## src/rtl/ip_ascii8_mapper.sv

```systemverilog
// ASCII-8K MegaROM mapper: four 8 KB windows in 0x4000-0xBFFF, bank registers at 0x6000-0x7FFF,
// reads forwarded to external ROM storage through a request/valid handshake with a timeout fallback.
module ip_ascii8_mapper #(
  parameter int unsigned BANK_BITS = 8,
  parameter int unsigned TIMEOUT   = 63
) (
  input  logic                   clk,
  input  logic                   n_reset,
  input  logic [15:0]            bus_address,
  input  logic                   bus_memory,
  input  logic                   bus_read,
  input  logic                   bus_write,
  input  logic [7:0]             bus_write_data,
  output logic                   bus_memory_cs,
  output logic                   bus_read_ready,
  output logic [7:0]             bus_read_data,
  output logic [BANK_BITS+12:0]  mem_address,
  output logic                   mem_rd,
  input  logic                   mem_valid,
  input  logic [7:0]             mem_rdata
);

  localparam int unsigned OFFS_W = 13;
  localparam int unsigned ADDR_W = BANK_BITS + OFFS_W;
  localparam int unsigned CNT_W  = 8;
  localparam int unsigned NBANKS = 4;

  typedef enum logic [0:0] {
    ST_IDLE = 1'b0,
    ST_WAIT = 1'b1
  } state_t;

  state_t               state_q, state_d;
  logic [BANK_BITS-1:0] bank_q [NBANKS];
  logic [BANK_BITS-1:0] bank_d [NBANKS];
  logic [CNT_W-1:0]     cnt_q, cnt_d, cnt_inc;
  logic [ADDR_W-1:0]    mem_addr_q, mem_addr_d;
  logic                 mem_rd_q, mem_rd_d;
  logic                 ready_q, ready_d;
  logic [7:0]           rdata_q, rdata_d;

  logic                 bank_wr;
  logic                 rd_accept;
  logic [1:0]           win_idx;
  logic [1:0]           bank_sel;

  // Window decode is purely combinational so the converter can route the cycle immediately.
  assign bus_memory_cs = bus_address[15] ^ bus_address[14];

  assign win_idx   = {bus_address[15], bus_address[13]};
  assign bank_sel  = bus_address[12:11];
  assign bank_wr   = bus_write & bus_memory & (bus_address[15:13] == 3'b011);
  assign rd_accept = bus_read & bus_memory & bus_memory_cs;
  assign cnt_inc   = cnt_q + CNT_W'(1);

  // State and datapath registers.
  always_ff @(posedge clk) begin
    if (!n_reset) begin
      state_q    <= ST_IDLE;
      cnt_q      <= '0;
      mem_addr_q <= '0;
      mem_rd_q   <= 1'b0;
      ready_q    <= 1'b0;
      rdata_q    <= 8'hFF;
      for (int i = 0; i < int'(NBANKS); i++) begin
        bank_q[i] <= '0;
      end
    end else begin
      state_q    <= state_d;
      cnt_q      <= cnt_d;
      mem_addr_q <= mem_addr_d;
      mem_rd_q   <= mem_rd_d;
      ready_q    <= ready_d;
      rdata_q    <= rdata_d;
      for (int i = 0; i < int'(NBANKS); i++) begin
        bank_q[i] <= bank_d[i];
      end
    end
  end

  // Next-state logic; bank_q (not bank_d) feeds the address so a same-cycle bank write is not seen.
  always_comb begin
    state_d    = state_q;
    cnt_d      = cnt_q;
    mem_addr_d = mem_addr_q;
    mem_rd_d   = 1'b0;
    ready_d    = 1'b0;
    rdata_d    = rdata_q;
    for (int i = 0; i < int'(NBANKS); i++) begin
      bank_d[i] = bank_q[i];
    end

    if (bank_wr) begin
      bank_d[bank_sel] = bus_write_data[BANK_BITS-1:0];
    end

    case (state_q)
      ST_IDLE: begin
        if (rd_accept) begin
          state_d    = ST_WAIT;
          mem_rd_d   = 1'b1;
          mem_addr_d = {bank_q[win_idx], bus_address[OFFS_W-1:0]};
          cnt_d      = '0;
        end
      end
      ST_WAIT: begin
        cnt_d = cnt_inc;
        // Late data still wins over the timeout when both land in the same cycle.
        if (mem_valid) begin
          state_d = ST_IDLE;
          rdata_d = mem_rdata;
          ready_d = 1'b1;
          cnt_d   = '0;
        end else if (cnt_inc == CNT_W'(TIMEOUT)) begin
          state_d = ST_IDLE;
          rdata_d = 8'hFF;
          ready_d = 1'b1;
          cnt_d   = '0;
        end
      end
      default: begin
        state_d = ST_IDLE;
      end
    endcase
  end

  assign mem_address    = mem_addr_q;
  assign mem_rd         = mem_rd_q;
  assign bus_read_ready = ready_q;
  assign bus_read_data  = rdata_q;

endmodule

```

## config.mk

```make
export PLATFORM = sky130hd
export DESIGN_NAME = ip_ascii8_mapper
export DESIGN_NICKNAME = d
export VERILOG_FILES = /design/src/rtl/ip_ascii8_mapper.sv
export SDC_FILE = /design/constraint.sdc
export NUM_CORES = 1
export LEC_CHECK = 0
export BUFFER_PORTS_ARGS = -buffer_cell sky130_fd_sc_hd__buf_2
export CAP_MARGIN = 0
export CORE_ASPECT_RATIO = 0.6
export CORE_MARGIN = 10
export CORE_UTILIZATION = 53
export CTS_BUF_LIST = sky130_fd_sc_hd__clkbuf_4 sky130_fd_sc_hd__clkbuf_8 sky130_fd_sc_hd__clkbuf_16
export DETAILED_ROUTE_END_ITERATION = 10
export GPL_TIMING_DRIVEN = 0
export MAX_ROUTING_LAYER = met4
export PLACE_DENSITY = 0.78
export SLEW_MARGIN = 20
export SYNTH_ARGS = -nofsm -noshare
export SYNTH_HDL_FRONTEND = slang
export SYNTH_SLANG_ARGS = --single-unit
```

## constraint.sdc

```tcl
create_clock -name clk -period 2.1 [get_ports clk]
set_input_delay 0.105 -clock clk [delete_from_list [all_inputs] [get_ports clk]]
set_output_delay 0.105 -clock clk [all_outputs]
set_load 0.05 [all_outputs]
```

==> results.ini, run 1 <==
[status]
status=finished clean

[clocking]
cts_root_buffer=clkbuf_8
clock_sinks=72
insertion_delay_ps=340
cts.clk_slew.worst_paths_ps=70
cts_buffer_depth=2
cts_tree=yes
numCtsBuffers=9
htreeDepth=3
post_cts_buffers=0

[placement]
port-buffer-count=68
place_area_sq_mm=0.00357
place.gp.congestion=0.842
dpl.hpwl_microns=6010
pre_cts_ws_ps=186

[critical_path]
critPathArrivalTime_ps=2110
r2r-start=cnt_q[1]$_SDFFE_PN0P_
startpoint_type=register
path_max_fanout=8
r2r_setup_slack_ps=180
worstSetupPathType=reg2reg
cpPeakStageDelay_ps=420
ff2ff_path_depth=7
cp-end-kind=register
critical-path-top-delay-family=simple AND/OR/NAND/NOR gates
worstPathCellList=ha_1, nand3_2, or3_1, o2111ai_4, o21ba_1, buf_6, o211ai_1
required_ps=2290
reg2reg_to=bus_read_data[3]$_SDFFE_PN1P_
crit_slowest_cell=or3_1
critPathBufInv=1

[logic_synthesis]
synth-simple-area-share_pct=17.1
synth_area_sq_mm=0.00313
yosysTopAreaCellShare_pct=46.1
synth_edf_count=0
synth-seq-area-share_pct=46.1
synth_xor_area_share_pct=1.16
synthAdderAreaFrac_pct=0.800
synth_ff_type=dfxtp_1
synth_top_family_by_area=simple AND/OR/NAND/NOR gates
syn_nets=359
yosysMostFrequentCell=dfxtp_1
synthMuxAreaShare_pct=17.0
synth_compound_area_share_pct=14.6
synthArstFlopShare_pct=0
synthTopCellsByCount=dfxtp_1 (72), nand2_1 (50), nor2_1 (41), mux2i_1 (32), a21oi_1 (19)
yosysTopAreaCell=dfxtp_1
ys_types=44
synthCells=319
synthTopCellsByArea=dfxtp_1 (46%), mux2i_1 (10%), mux4_1 (6.7%), nand2_1 (6.0%), nor2_1 (4.9%)
synth_warnings=0
ys_ff_latch=72
synth_area_per_cell_sq_um=9.80

[power_and_ir_drop]
swShare_pct=25.7
switching_power_uw=680
p_clk_share_pct=37.2
p_int_mw=1.96
p_leak_nw=1.54
comb_power_share_pct=10.0
powerDensity_mw_per_mm2=700
power_frac_seq_pct=52.8
vdd_ir_drop_max_v=0.000408

[grt]
grt_pass1_wl_microns=12900
antenna_found_initial=0
grt_usage_pct=17.5
grt_pass1_vias=2544
overflow=0
grt_max_degree=12

[layout]
n_fill_cell=464
final_util_pct=66.8
drive_above_1_share_pct=25.4
final_area_sq_mm=0.00377
multi_input_area_sq_mm=0.00158
num-nets-final=441
seq_area_sq_mm=0.00144
area_delta_synth_final_pct=20.7
diodes=0

[timing]
slew_violations=0
report.final.hold_viol_count=0
max_slew.worst_pin.slew_ps=802
period_share_pct=91.6
fin_crit_ps=1920
fin_worst_skew_ps=6.75
rsz0062_at_grt=no
max_freq_mhz=520
fin_setup_tns_ps=0
layout_setup_ws_ps=177
setup_viol=0
slew_headroom_pct=46.3

[routing]
vias_per_cell=5.34
vias=2593
drt_iter0_drc=148
drt-total-wl_microns=8090
wire_per_inst_microns=16.6
ant_nets=0
drt_drc_violations_left=0
first_pass_iters=4

[worst_hold_path]
hold-path-endpoint=mem_address[9]$_SDFFE_PN0P_
worstHoldPathType=in2reg
whs_path_depth=3
min-delay-start=bus_address[9]

[die]
initial_utilization_pct=55.3
dieHeight_microns=79.5
die_x_microns=119
fp.dieArea_sq_mm=0.00947
ioPinCount=70
num_rows=21
core_sq_mm=0.00565

[run]
cap_violations=0

area by class of cell:
cell class / count / area share (%)
buffer: 18 / 2.49
clock buffer: 13 / 4.24
clock inverter: 3 / 0.464
inverter: 2 / 0.199
multi-input combinational: 227 / 42.0
sequential: 72 / 38.2
tap: 80 / 2.65
timing repair buffer: 71 / 9.81
how the worst max path moves through the flow:
stage                                startpoint                             to  slack [ps]  cells past startpoint
after global routing      cnt_q[1]$_SDFFE_PN0P_  bus_read_data[3]$_SDFFE_PN1P_          50                      7
after CTS                 cnt_q[1]$_SDFFE_PN0P_  bus_read_data[3]$_SDFFE_PN1P_         170                      7
after detailed placement  cnt_q[1]$_SDFFE_PN0P_  bus_read_data[3]$_SDFFE_PN1P_         190                      7
final                     cnt_q[1]$_SDFFE_PN0P_  bus_read_data[3]$_SDFFE_PN1P_         180                      7
after global placement    cnt_q[0]$_SDFFE_PN0P_  bus_read_data[1]$_SDFFE_PN1P_         240                      7
after floorplan                 bus_address[14]   mem_address[15]$_SDFFE_PN0P_         240                      6
placed cells by master, fill, tap and decap left out, types with 3 or more instances in the layout:
cell type,count
o221ai_1,3
nand2_1,50
nand3_1,4
dlygate4sd3_1,3
a21boi_0,10
and2_1,3
o211ai_1,6
clkbuf_1,11
nor2_1,41
buf_2,71
mux2i_1,32
a21oi_1,19
o21ai_0,18
o211ai_2,4
clkbuf_8,10
mux4_1,8
dfxtp_1,72
clkbuf_4,3
power groups by stage:
| stage | sequential (mW) | clock [mW] | combinational, mW |
|---|---|---|---|
| 4_1_cts | 1.40 | 0.996 | 0.264 |
| 5_1_grt | 1.40 | 1.05 | 0.284 |
| 6_report | 1.40 | 0.983 | 0.265 |
| 2_1_floorplan | 1.48 | 0 | 0.106 |
| 3_5_place_dp | 1.43 | 0 | 0.258 |
| 3_3_place_gp | 1.43 | 0 | 0.254 |
registers in the layout, indices dropped and copies added (netlist names):
name / count
mem_rd: 1
bus_read_data: 8
state_q: 1
bus_read_ready: 1
bank_q: 32
cnt_q: 8
mem_address: 21
worst register-to-register path: cells and delay by family, from the launching register on:
family                   cells  cell delay, ps
AND/OR/NAND/NOR              2             530
AO/OA/AOI/OAI                3             490
flip-flops                   1             410
adder cells (fa/ha/maj)      1             220
buffers and inverters        1             140
through the flow:
stage	instances	power [mW]	hold WS [ps]
2_1_floorplan	319	1.58	241
3_3_place_gp	467	1.68	347
3_5_place_dp	467	1.68	357
4_1_cts	486	2.66	3.21
5_1_grt	486	2.73	12.5
6_report	486	2.64	9.72
logic make-up (layout without fill, tap and decap cells):
group	Yosys count	after routing
mux	40	40
simple gates	116	116
flops	72	72
buf+inv	20	107
compound gates	67	67
fa+ha+maj	2	2
xor+xnor	2	2
per-layer routing:
layer  global-route usage [%]  up-vias  routed length (microns)
met4                     5.34        0                       90
li1                         -     1288                        -
met2                     26.0       94                     3510
met3                     6.29       10                      707
met1                     21.9     1201                     3790
met5                        -        -                        0
repair_timing:
| item | CTS | global route |
|---|---|---|
| endpoints found under the hold margin | 3 | 0 |
| resized for setup | 0 | 0 |
| hold buffers | 3 | 0 |
No activity file was read; power rests on OpenSTA's default activity.
==> run 2: changes to the inputs <==
--- a/config.mk
+++ b/config.mk
@@ -5,16 +5,17 @@
 export SDC_FILE = /design/constraint.sdc
 export NUM_CORES = 1
 export LEC_CHECK = 0
-export BUFFER_PORTS_ARGS = -buffer_cell sky130_fd_sc_hd__buf_2
+export ABC_AREA = 1
 export CAP_MARGIN = 0
 export CORE_ASPECT_RATIO = 0.6
 export CORE_MARGIN = 10
-export CORE_UTILIZATION = 53
+export CORE_UTILIZATION = 55
 export CTS_BUF_LIST = sky130_fd_sc_hd__clkbuf_4 sky130_fd_sc_hd__clkbuf_8 sky130_fd_sc_hd__clkbuf_16
 export DETAILED_ROUTE_END_ITERATION = 10
+export DONT_BUFFER_PORTS = 1
 export GPL_TIMING_DRIVEN = 0
 export MAX_ROUTING_LAYER = met4
-export PLACE_DENSITY = 0.78
+export PLACE_DENSITY = 0.7
 export SLEW_MARGIN = 20
 export SYNTH_ARGS = -nofsm -noshare
 export SYNTH_HDL_FRONTEND = slang
==> run 2 against run 1 <==
Final cell count up 4.3%. Via count up 9.2%. Critical path depth up 3. Worst setup slack better by 120 ps. Clock skew up 4.0 ps. Clock power up 9.9%. Largest cell class is now flip-flops and latches. Sequential power up 9%. Largest power group unchanged. Design area down 4.0%. Sequential share of layout area up 1.6 points. Hold slack worse by 5.5 ps. Routed wire length up 5.9%. Critical endpoint is now bus_read_data[2]$_SDFFE_PN1P_. Count of clock-buffer cells in the layout down 1.
==> results.ini, run 2 <==
[status]
status=finished clean

[placement]
place.gp.congestion=0.875  ; +3.9%
dpl.hpwl_microns=6200  ; +3.1%
port-buffer-count=0  ; -100%

[critical_path]
worstSetupPathType=reg2reg
r2r_setup_slack_ps=290  ; +120 ps
cp-end-kind=register
required_ps=2310  ; +20 ps
critPathArrivalTime_ps=2010  ; -100 ps
startpoint_type=register
path_max_fanout=9  ; +1

[logic_synthesis]
synthCells=398  ; +25%
ys_ff_latch=72  ; unchanged
synth_area_per_cell_sq_um=7.80  ; -20%
synth_warnings=0  ; unchanged
synthTopCellsByCount=dfxtp_1 (72), a21oi_1 (70), o21ai_0 (54), nand2_1 (51), inv_1 (47)
synthTopCellsByArea=dfxtp_1 (46%), a21oi_1 (11%), o21ai_0 (8.7%), nand2_1 (6.2%), inv_1 (5.7%)
synth_area_sq_mm=0.00310  ; -0.76%
yosysTopAreaCellShare_pct=46.5  ; +0.35 points
syn_nets=438  ; +22%
synth_ff_type=dfxtp_1
yosysMostFrequentCell=dfxtp_1
yosysTopAreaCell=dfxtp_1
synth-seq-area-share_pct=46.5  ; +0.35 points
synth_edf_count=0  ; unchanged
synthArstFlopShare_pct=0  ; unchanged
ys_types=28  ; -36%

[routing]
drt_iter0_drc=270  ; +82%
vias=2832  ; +9.2%
vias_per_cell=5.59  ; +4.7%
wire_per_inst_microns=16.9  ; +1.5%
drt-total-wl_microns=8570  ; +5.9%
first_pass_iters=5  ; +1
drt_drc_violations_left=0  ; unchanged
ant_nets=0  ; unchanged

[clocking]
cts_tree=yes
htreeDepth=3  ; unchanged
insertion_delay_ps=340  ; about the same
numCtsBuffers=9  ; unchanged
cts_root_buffer=clkbuf_8
post_cts_resized=0  ; unchanged
post_cts_buffers=0  ; unchanged
cts.clk_slew.worst_paths_ps=70  ; about the same
clock_sinks=72  ; unchanged
cts_buffer_depth=2  ; unchanged

[layout]
area_delta_synth_final_pct=16.7
top_register=bank_q
final_cell_mix=dfxtp_1 (72), a21oi_1 (70), o21ai_0 (54), nand2_1 (51), inv_1 (47)
drive_above_1_share_pct=13.3  ; -12 points
largest_reg_flops=32  ; unchanged
final_common_cell=dfxtp_1
n_fill_cell=474  ; +2.2%
num-nets-final=473  ; +7.3%

[timing]
slew_headroom_pct=49.3  ; +3.1 points
period_share_pct=86.0  ; -5.6 points
setup_viol=0  ; unchanged
worst_hold_slack_ps=4.24  ; -5.48 ps
report.final.hold_viol_count=0  ; unchanged
fin_worst_skew_ps=10.8  ; +4.05 ps
rsz0062_at_grt=no
fin_setup_tns_ps=0  ; unchanged
fin_crit_ps=1810  ; -117 ps
max_slew.worst_pin.slew_ps=759  ; -42.9 ps
slew_violations=0  ; unchanged
max_freq_mhz=554  ; +6.5%

[die]
die_x_microns=117  ; -1.8%
dieHeight_microns=78.2  ; -1.7%
fp.dieArea_sq_mm=0.00914  ; -3.5%
ioPinCount=70  ; unchanged
initial_utilization_pct=56.2  ; +0.89 points
num_rows=21  ; unchanged
core_sq_mm=0.00552  ; -2.3%

[power_and_ir_drop]
switching_power_uw=762  ; +12%
swShare_pct=26.9  ; +1.2 points
p_leak_nw=1.28  ; -17%
comb_power_share_pct=8.4  ; -1.6 points
p_clk_share_pct=38.0  ; +0.8 points
vdd_ir_drop_max_v=0.000551  ; +35%
p_int_mw=2.07  ; +5.4%
power_frac_seq_pct=53.6  ; +0.8 points
powerDensity_mw_per_mm2=782  ; +12%

[run]
cap_violations=0  ; unchanged

[grt]
grt-busiest-layer=met2
grt_max_degree=12  ; unchanged
use_met1_pct=25.7  ; +3.8 points
overflow=0  ; unchanged
grt_usage_pct=19.5  ; +2.0 points
grt_pass1_wl_microns=13700  ; +5.8%
gr-usage-met2_pct=25.7  ; -0.33 points
met3_usage_pct=9.11  ; +2.8 points
antenna_found_initial=0  ; unchanged
grt_pass1_vias=2657  ; +4.4%

[worst_hold_path]
worstHoldPathType=in2reg

-- run 2: logic make-up (layout without fill, tap and decap cells) --
kind of cell	after synthesis	count (layout)	synth area share, %
AOI/OAI and AO/OA	141	141	23.2
and+or+nand+nor	112	112	19.4
DFF	72	72	46.5
buffers and inverters	69	108	9.35
adders and majority gates	2	2	0.806
xor gates and xnor gates	2	2	0.807
other	0	1	0
-- run 2: worst max-delay path, stage by stage, from the launching register on --
cell,delay (ps)
dfxtp_1,430
ha_1,240
nand3_1,180
o21ai_2,170
nand2_2,90
nor2_4,120
nand2_4,110
nand2_8,120
nand2_8,80
nand2_1,60
nand3_1,80
-- run 2: cell type report --
cell class,count,area (sq um),share of cell area [%]
Timing Repair Buffer,24,240,6.63
Sequential cell,72,1440,39.8
Antenna cell,1,2.50,0.0691
Tap cell,69,86.3,2.38
Clock inverter,3,43.8,1.21
Clock buffer,12,146,4.04
Buffer,19,100,2.76
Inverter,50,190,5.25
Multi-Input combinational cell,257,1370,37.9
-- run 2: metrics by stage --
step / utilization, % / std cells / worst slack (ps) / cell area, sq um / power, mW
finish: 65.6 / 507 / 294 / 3620 / 2.83
global route: 65.6 / 506 / 161 / 3620 / 2.93
CTS: 65.4 / 505 / 289 / 3610 / 2.84
detailed placement: 57.8 / 467 / 70.9 / 3190 / 1.74
global placement: 57.8 / 467 / 87.8 / 3190 / 1.74
floorplan: - / 398 / 514 / 3100 / 1.69
-- run 2: timing repair --
action	4_1_cts	5_1_grt
hold buffers	23	1
setup endpoints to repair	0	0
hold endpoints to repair	45	1
-- run 2: routing by layer --
| layer | share of wire (%) | vias to the layer above | routed length [microns] |
|---|---|---|---|
| met5 | 0 | - | 0 |
| met3 | 13 | 21 | 1070 |
| met2 | 39 | 135 | 3360 |
| li1 | - | 1390 | - |
| met4 | 1.5 | 0 | 129 |
| met1 | 47 | 1286 | 4010 |
-- run 2: final timing paths --
kind,end,start,cells past startpoint
setup / recovery,bus_read_data[2]$_SDFFE_PN1P_,cnt_q[1]$_SDFFE_PN0P_,10
hold / removal,bus_read_data[7]$_SDFFE_PN1P_,mem_rdata[7],3
setup reg to reg,bus_read_data[2]$_SDFFE_PN1P_,cnt_q[1]$_SDFFE_PN0P_,10
hold reg to reg,bank_q[0][3]$_SDFFE_PN0P_,bank_q[0][3]$_SDFFE_PN0P_,2
-- run 2: power groups by stage --
stage	logic (mW)	clock network (mW)	registers, mW
global placement	0.187	0	1.55
floorplan	0.145	0	1.54
global route	0.265	1.14	1.52
CTS	0.234	1.09	1.52
finish	0.239	1.08	1.52
detailed placement	0.191	0	1.55
